[src/rtl/ext_timer_pkg.sv]
// rtl/ext_timer_pkg.sv - register map and bit positions for the EXT bus timer/compare peripheral
package ext_timer_pkg;

    localparam logic [2:0] ADDR_CTRL     = 3'd0;
    localparam logic [2:0] ADDR_PRESCALE = 3'd1;
    localparam logic [2:0] ADDR_COMPARE  = 3'd2;
    localparam logic [2:0] ADDR_COUNT    = 3'd3;
    localparam logic [2:0] ADDR_STATUS   = 3'd4;
    localparam logic [2:0] ADDR_CAPTURE  = 3'd5;

    localparam int CTRL_W    = 3;
    localparam int CTRL_EN   = 0;
    localparam int CTRL_AUTO = 1;
    localparam int CTRL_IE   = 2;

    localparam int STAT_MATCH = 0;

endpackage

[src/rtl/timer_prescaler.sv]
// rtl/timer_prescaler.sv - free-running 0..limit divider producing a one-cycle tick
module timer_prescaler #(
    parameter int PW = 16
) (
    input  logic          clk,
    input  logic          rst,
    input  logic          enable,
    input  logic          clear,
    input  logic [PW-1:0] limit,
    output logic          tick
);

    logic [PW-1:0] pre_cnt_q;
    logic [PW-1:0] pre_cnt_d;
    logic          at_limit;

    assign at_limit = (pre_cnt_q == limit);
    // A clear in the same cycle swallows the tick that would otherwise fire.
    assign tick     = enable & ~clear & at_limit;

    always_comb begin
        pre_cnt_d = pre_cnt_q;
        if (clear) begin
            pre_cnt_d = '0;
        end else if (enable) begin
            pre_cnt_d = at_limit ? '0 : pre_cnt_q + 1'b1;
        end
    end

    always_ff @(posedge clk or posedge rst) begin
        if (rst) begin
            pre_cnt_q <= '0;
        end else begin
            pre_cnt_q <= pre_cnt_d;
        end
    end

endmodule

[src/rtl/ext_timer.sv]
// rtl/ext_timer.sv - prescaled 32-bit up-counter with compare match, auto-reload, capture and level irq
module ext_timer
    import ext_timer_pkg::*;
#(
    parameter int CW = 32,
    parameter int PW = 16
) (
    input  logic        clk,
    input  logic        rst,
    input  logic [2:0]  addr,
    input  logic        en,
    input  logic        we,
    input  logic [31:0] din,
    output logic [31:0] dout,
    output logic        irq
);

    logic [CTRL_W-1:0] ctrl_q, ctrl_d;
    logic [PW-1:0]     presc_q, presc_d;
    logic [CW-1:0]     cmp_q, cmp_d;
    logic [CW-1:0]     count_q, count_d;
    logic [CW-1:0]     cap_q, cap_d;
    logic              match_q, match_d;
    logic              irq_q, irq_d;
    logic [31:0]       dout_q, dout_d;
    logic [31:0]       rdata;

    logic wr, rd;
    logic wr_ctrl, wr_presc, wr_cmp, wr_count, wr_status, wr_cap;
    logic tick, hit;

    assign wr        = en & we;
    assign rd        = en & ~we;
    assign wr_ctrl   = wr && (addr == ADDR_CTRL);
    assign wr_presc  = wr && (addr == ADDR_PRESCALE);
    assign wr_cmp    = wr && (addr == ADDR_COMPARE);
    assign wr_count  = wr && (addr == ADDR_COUNT);
    assign wr_status = wr && (addr == ADDR_STATUS);
    assign wr_cap    = wr && (addr == ADDR_CAPTURE);

    // Loading COUNT or PRESCALE restarts the divider so the next increment is a full period away.
    timer_prescaler #(.PW(PW)) u_prescaler (
        .clk    (clk),
        .rst    (rst),
        .enable (ctrl_q[CTRL_EN]),
        .clear  (wr_presc | wr_count),
        .limit  (presc_q),
        .tick   (tick)
    );

    assign hit = tick && (count_q == cmp_q);

    always_comb begin
        rdata = '0;
        case (addr)
            ADDR_CTRL:     rdata = 32'(ctrl_q);
            ADDR_PRESCALE: rdata = 32'(presc_q);
            ADDR_COMPARE:  rdata = 32'(cmp_q);
            ADDR_COUNT:    rdata = 32'(count_q);
            ADDR_STATUS:   rdata = 32'(match_q);
            ADDR_CAPTURE:  rdata = 32'(cap_q);
            default:       rdata = '0;
        endcase
    end

    always_comb begin
        ctrl_d  = wr_ctrl  ? din[CTRL_W-1:0] : ctrl_q;
        presc_d = wr_presc ? din[PW-1:0]     : presc_q;
        cmp_d   = wr_cmp   ? din[CW-1:0]     : cmp_q;
        cap_d   = wr_cap   ? count_q         : cap_q;
        dout_d  = rd       ? rdata           : dout_q;

        count_d = count_q;
        if (wr_count) begin
            count_d = din[CW-1:0];
        end else if (tick) begin
            count_d = (hit && ctrl_q[CTRL_AUTO]) ? '0 : count_q + 1'b1;
        end

        // A match in the same cycle as a W1C clear wins.
        match_d = match_q;
        if (hit) begin
            match_d = 1'b1;
        end else if (wr_status && din[STAT_MATCH]) begin
            match_d = 1'b0;
        end

        irq_d = match_d & ctrl_d[CTRL_IE];
    end

    always_ff @(posedge clk or posedge rst) begin
        if (rst) begin
            ctrl_q  <= '0;
            presc_q <= '0;
            cmp_q   <= '0;
            count_q <= '0;
            cap_q   <= '0;
            match_q <= 1'b0;
            irq_q   <= 1'b0;
            dout_q  <= '0;
        end else begin
            ctrl_q  <= ctrl_d;
            presc_q <= presc_d;
            cmp_q   <= cmp_d;
            count_q <= count_d;
            cap_q   <= cap_d;
            match_q <= match_d;
            irq_q   <= irq_d;
            dout_q  <= dout_d;
        end
    end

    assign dout = dout_q;
    assign irq  = irq_q;

endmodule

[config.mk]
export PLATFORM = sky130hd
export DESIGN_NAME = ext_timer
export DESIGN_NICKNAME = d
export VERILOG_FILES = /design/src/rtl/ext_timer_pkg.sv /design/src/rtl/timer_prescaler.sv /design/src/rtl/ext_timer.sv
export SDC_FILE = /design/constraint.sdc
export NUM_CORES = 1
export LEC_CHECK = 0
export BUFFER_PORTS_ARGS = -buffer_cell sky130_fd_sc_hd__clkbuf_2
export CORE_UTILIZATION = 61
export DETAILED_ROUTE_END_ITERATION = 12
export PLACE_DENSITY = 0.81
export RECOVER_POWER = 50
export SLEW_MARGIN = 10
export SYNTH_ARGS = -nofsm -noshare
export SYNTH_HDL_FRONTEND = slang
export SYNTH_HIERARCHICAL = 1
export SYNTH_SLANG_ARGS = --single-unit
[constraint.sdc]
create_clock -name clk -period 6.05 [get_ports clk]
set_clock_uncertainty 0.1 [all_clocks]
set_input_delay 0.605 -clock clk [delete_from_list [all_inputs] [get_ports clk]]
set_output_delay 0.605 -clock clk [all_outputs]
set_load 0.005 [all_outputs]
* Word-level counts from Yosys, hierarchy flattened
Cells that the tools add are included.
** Operators by class
- $add $sub $neg :: 2
- Bitwise gates (word level) :: 8
- Multiplexer cells :: 10
- Equal/unequal tests :: 7
- Reductions and logical operators :: 12
** Operator list (count)
- 32-bit one-hot mux with 6 select lines :: 1
- 32-bit two-way mux :: 3
- 16-bit two-way mux :: 3
- 32-bit by 1-bit adder with 32-bit output, second input constant :: 1
- 32-bit == test :: 1
- 16-bit by 1-bit adder with 16-bit output, second input constant :: 1
- 16-bit == test :: 1
- 1-bit logical AND :: 9
- 3-bit by 2-bit == test with 1-bit output, second input constant :: 2
- 3-bit == test, second input constant :: 2
- 1-bit AND :: 5
- 2-bit nonzero test :: 2
- 3-bit by 1-bit == test with 1-bit output, second input constant :: 1
- 3-bit zero test :: 1
- 3-bit two-way mux :: 1
- 1-bit two-way mux :: 2
- 1-bit inverter :: 2
- 1-bit OR :: 1
** Word-level totals
- Register bits :: 165
- Bits of input ports :: 39
- Output and inout port bits :: 33

* Logic depth before layout (Yosys ltp)
- Word-level depth :: 11
- Depth in mapped cells :: 13
- Mapped depth without buffers :: 10

* Hierarchy
Netlist, hierarchy kept.
** Modules (own cells, without submodules)
- ext_timer :: instances 1, area an instance 8008.9 um2, seq. area each 3728.6 um2, cells an instance 756
- timer_prescaler :: instances 1, area an instance 1146.1 um2, seq. area each 400.4 um2, cells an instance 137

* Least setup slack after synthesis
OpenSTA, ideal clock, no wires.
- Path type :: register to register
- From :: register u_prescaler.pre_cnt_q[7]
- To :: register count_q[15]
- Library setup time :: 0.121 ns
- Setup slack :: 2.624 ns
- Stages on the path, launching flop included :: 14
- Period minus slack after synthesis :: 3.426 ns
- Arrival :: 3.204 ns
- Buffers on the path :: 3
- Cell sequence :: dfrtp_1 -> buf_2 -> xor2_1 -> nor4_1 -> nand4_1 -> clkbuf_1 -> nor3_1 -> o21ai_0 -> nor4_1 -> nand4_4 -> o21ai_4 -> buf_8 -> o21ai_1 -> o22a_1
** Between the ends
- Cells in the longest elaborated chain, start to end :: 7
- Elaborated cells between the ends (all ways) :: 8
- Those cells by class :: 1 x eq/ne; 3 x mux; 1 x bitwise; 3 x reduce/logical
** RTL lines
- start: declaration :: RTL line timer_prescaler.sv:13 : logic [PW-1:0] pre_cnt_q;
- start signal: assignment :: RTL line timer_prescaler.sv:34 : pre_cnt_q <= pre_cnt_d;
- 16-bit == test * :: RTL line timer_prescaler.sv:17 : assign at_limit = (pre_cnt_q == limit);
- 1-bit AND * :: RTL line timer_prescaler.sv:19 : assign tick = enable & ~clear & at_limit;
- named net tick :: RTL line ext_timer.sv:30 : logic tick, hit;
- 1-bit logical AND :: RTL line ext_timer.sv:51 : assign hit = tick && (count_q == cmp_q);
- 1-bit logical AND :: RTL line ext_timer.sv:77 : count_d = (hit && ctrl_q[CTRL_AUTO]) ? '0 : count_q + 1'b1;
- 32-bit two-way mux :: RTL line ext_timer.sv:77
- 32-bit two-way mux :: RTL line ext_timer.sv:76 : end else if (tick) begin
- 32-bit two-way mux :: RTL line ext_timer.sv:74 : if (wr_count) begin
- end signal: assignment :: RTL line ext_timer.sv:105 : count_q <= count_d;
- end: declaration :: RTL line ext_timer.sv:21 : logic [CW-1:0] count_q, count_d;
The timed path passes the listed nets; every way through them passes the cells marked *. The select of a mux whose other input is x is not followed.
A chain may end at the register's enable or synchronous reset.

* Worst setup path after layout
- From :: input port addr[0]
- To :: register cap_q[3]
** Between the ends
- Cells in the longest elaborated chain, start to end :: 2
** RTL lines
- start: declaration :: RTL line ext_timer.sv:10 : input logic [2:0] addr,
- 3-bit == test :: RTL line ext_timer.sv:39 : assign wr_cap = wr && (addr == ADDR_CAPTURE);
- 1-bit logical AND :: RTL line ext_timer.sv:39
- end signal: assignment :: RTL line ext_timer.sv:106 : cap_q <= cap_d;
- end: declaration :: RTL line ext_timer.sv:22 : logic [CW-1:0] cap_q, cap_d;
No other way between the ends.

==> run metrics <==
port buffer count=between 70 and 80; CTS buffer count=17; CP Capture Point=cap_q[3]$_DFFE_PP0P_; grt ovf=0; Mapped Area=just over 9000 µm²; Die Span Y=125 µm; CTS sink cnt=around 170; Final Max Slew Viols=156; RSZ-0062 raised after global routing=false; filler instances=between 1000 and 1500; Area growth syn-to-layout=11.2%; layout cells sized above 1=0.240; max-cap viol count=3; Worst R2R Path Depth=10; max_slew headroom=-1.46; outcome=finished, violations left; drt wl/cell=roughly 21 µm; Setup Viol. Count Final=0; Avg Vias per Cell=between 6 and 7; Post-CTS Setup Bufs=0; clk buf depth=2; largest net degree at the start of global routing=82; Hold Buf Count CTS=0; most frequent cells after synthesis=dfrtp_1, mux2_2, nand2_1; FMAX=between 0.2 and 0.25 GHz; crit start category=primary input; Antenna diodes=0; PwrDens=344 nW/µm²; global-route usage over all layers=0.320; Critical Path Sink Type=flip-flop; synthesized flop and latch total=165; syn nets=934; CTS tree=built; vias in the first global route=about 7300; Min Clock Period, post-route=approximately 4.7 ns; DRT Pass-1 Iters=8; Worst Max-Slew Pin Slew=approximately 3.7 ns; CP peak stage delay=around 1.8 ns; Clock transition at path regs=0.07 ns; Residual DRC=0; reg2reg setup slack=between 2 and 2.5 ns; Final Cycle Share=0.779; violated checks=capacitance limit, slew limit; crit path DAT=between 4 and 5 ns; Gate Count Post-Synth=approximately 890; critical path class=in2reg; Slowest-stage cell, CP=clkbuf_1; Post-synth ARST share=1.00; post_cts resized=0; post-synthesis cell type count=74; htree depth=4; initial core utilization=0.628; leakage power=between 0.004 and 0.005 µW; die width=~120 µm; I/O pin count=~70; first-pass GRT wire length=39.1 mm; Synth Warn #=6; DRT Wirelength=~24 mm; HPWL Detailed=between 15 and 20 mm; post-synthesis sequential area ratio=0.451; Multi-input gate area=approximately 4600 µm²; worst-path cell chain=clkbuf_1 > clkbuf_1 > nor2b_1 > and2_0 > and3_1 > buf_4 > mux2_2; root buf cell=clkbuf_16; register area=about 4100 µm²; Die ar.=approximately 16000 µm²; crit path from=addr[0]; Worst Hold Class=in2async; Routability Congestion=0.863; via count=between 7000 and 8000; ys flop type=dfrtp_1; EDFF count, synth=0; r2r endpoint=count_q[13]$_DFFE_PP0P_; crit-path most repeated cell=clkbuf_1; Fin. Hold Viols=0; setup TNS=0 ns; Final Util=0.698; worst-skew pair later-pin latency=0.43 ns; VDD IR max=between 0.2 and 0.25 mV; post-synthesis area per instance=~10 µm²; initial antenna violation count=0; antenna-violating nets left=0; share of the synthesized area in the top cell type=0.451; core box area=14600 µm²; largest cells by area after synthesis=dfrtp_1, mux2_2, nand2_1; most frequent cell after synthesis=dfrtp_1; First DRT Iteration DRCs=between 800 and 900; Crit path required time=6.26 ns; nets=approximately 960; worst r2r src=u_prescaler/pre_cnt_q[2]$_DFFE_PP0P_; Rows=44; area leader, netlist=dfrtp_1; worst-path fanout max=38
-- final cells by class --
class / instances / area share
Clock buffer: 18 / 0.0431
Clock inverter: 14 / 0.0251
Inverter: 17 / 0.00639
Multi-Input combinational cell: 637 / 0.456
Sequential cell: 165 / 0.406
Tap cell: 184 / 0.0226
Timing Repair Buffer: 83 / 0.0409
-- worst max-delay path: cells and delay by family --
kind / cells / cell delay [ns]
and+or+nand+nor: 3 / 1.52
muxes: 1 / 0.38
buffers and inverters: 3 / 2.39
-- cells by family after synthesis --
logic type | share of synthesized area
DFF | 0.451
and+or+nand+nor | 0.163
xor gates and xnor gates | 0.0402
buffers and inverters | 0.0441
muxes | 0.139
adders and majority gates | 0.00273
AOI/OAI and AO/OA | 0.160
-- registers in the layout (all words and copies together), names as in the netlist, 3 cells and up --
register,flops
presc_q,16
cmp_q,32
cap_q,32
u_prescaler/pre_cnt_q,16
dout,32
ctrl_q,3
count_q,32
-- layout by cell type (no fill, tap or decap), types with 4 or more instances in the layout --
cell          n
nand4_1      15
nand2_1      84
nor3b_1      11
inv_1        16
buf_4         9
mux2i_1      18
a22oi_1      16
o21ai_0      57
and4b_1       5
a31oi_1       8
a22o_1       34
nor4b_1       8
o21bai_1      4
nor3_1        7
o31ai_2       7
xor2_1       31
clkbuf_1     16
clkbuf_16    17
a21oi_1      35
dfrtp_1     165
a31o_2        4
clkinvlp_4    4
and4_1        6
o22a_1       12
o21ai_1       7
nor2b_1       5
bufinv_16     7
nand2b_1      7
mux2_2       94
xnor2_1      11
nand3_1      24
a21boi_0      8
and3_1       21
nor4_1       12
clkbuf_2     57
nor2_1       30
-- report_power, final --
part	total, µW	switching (µW)	internal [µW]
sequential	1530	224	1310
clock	1280	453	824
combinational	692	352	340
-- worst min path at each step --
stage / endpoint / slack [ns] / cells after the start
3_5_place_dp: cap_q[22]$_DFFE_PP0P_ / 0.38 / 1
2_1_floorplan: cap_q[22]$_DFFE_PP0P_ / 0.36 / 1
4_1_cts: u_prescaler/pre_cnt_q[7]$_DFFE_PP0P_ / 0.21 / 2
5_1_grt: u_prescaler/pre_cnt_q[7]$_DFFE_PP0P_ / 0.22 / 2
6_report: u_prescaler/pre_cnt_q[7]$_DFFE_PP0P_ / 0.16 / 2
3_3_place_gp: cap_q[22]$_DFFE_PP0P_ / 0.37 / 1
-- metal layers --
layer,track usage,vias to the layer above,part of all wire
li1,-,3318,-
met3,0.0717,49,0.086
met2,0.475,341,0.46
met5,0,-,0
met1,0.460,3724,0.43
met4,0.120,0,0.025
-- through the flow --
step           setup slack, ns  power, µW  std cells  instance area [µm²]  hold slack (ns)
5_1_grt                   1.16       3650       1118                10200            0.221
3_3_place_gp              2.10       2190       1086                 9520            0.369
3_5_place_dp              2.09       2220       1086                 9520            0.376
6_report                  1.34       3500       1118                10200            0.157
2_1_floorplan             1.34       2000        893                 9160            0.358
4_1_cts                   2.35       3500       1118                10200            0.214
Power figures use the tool's default switching activity.
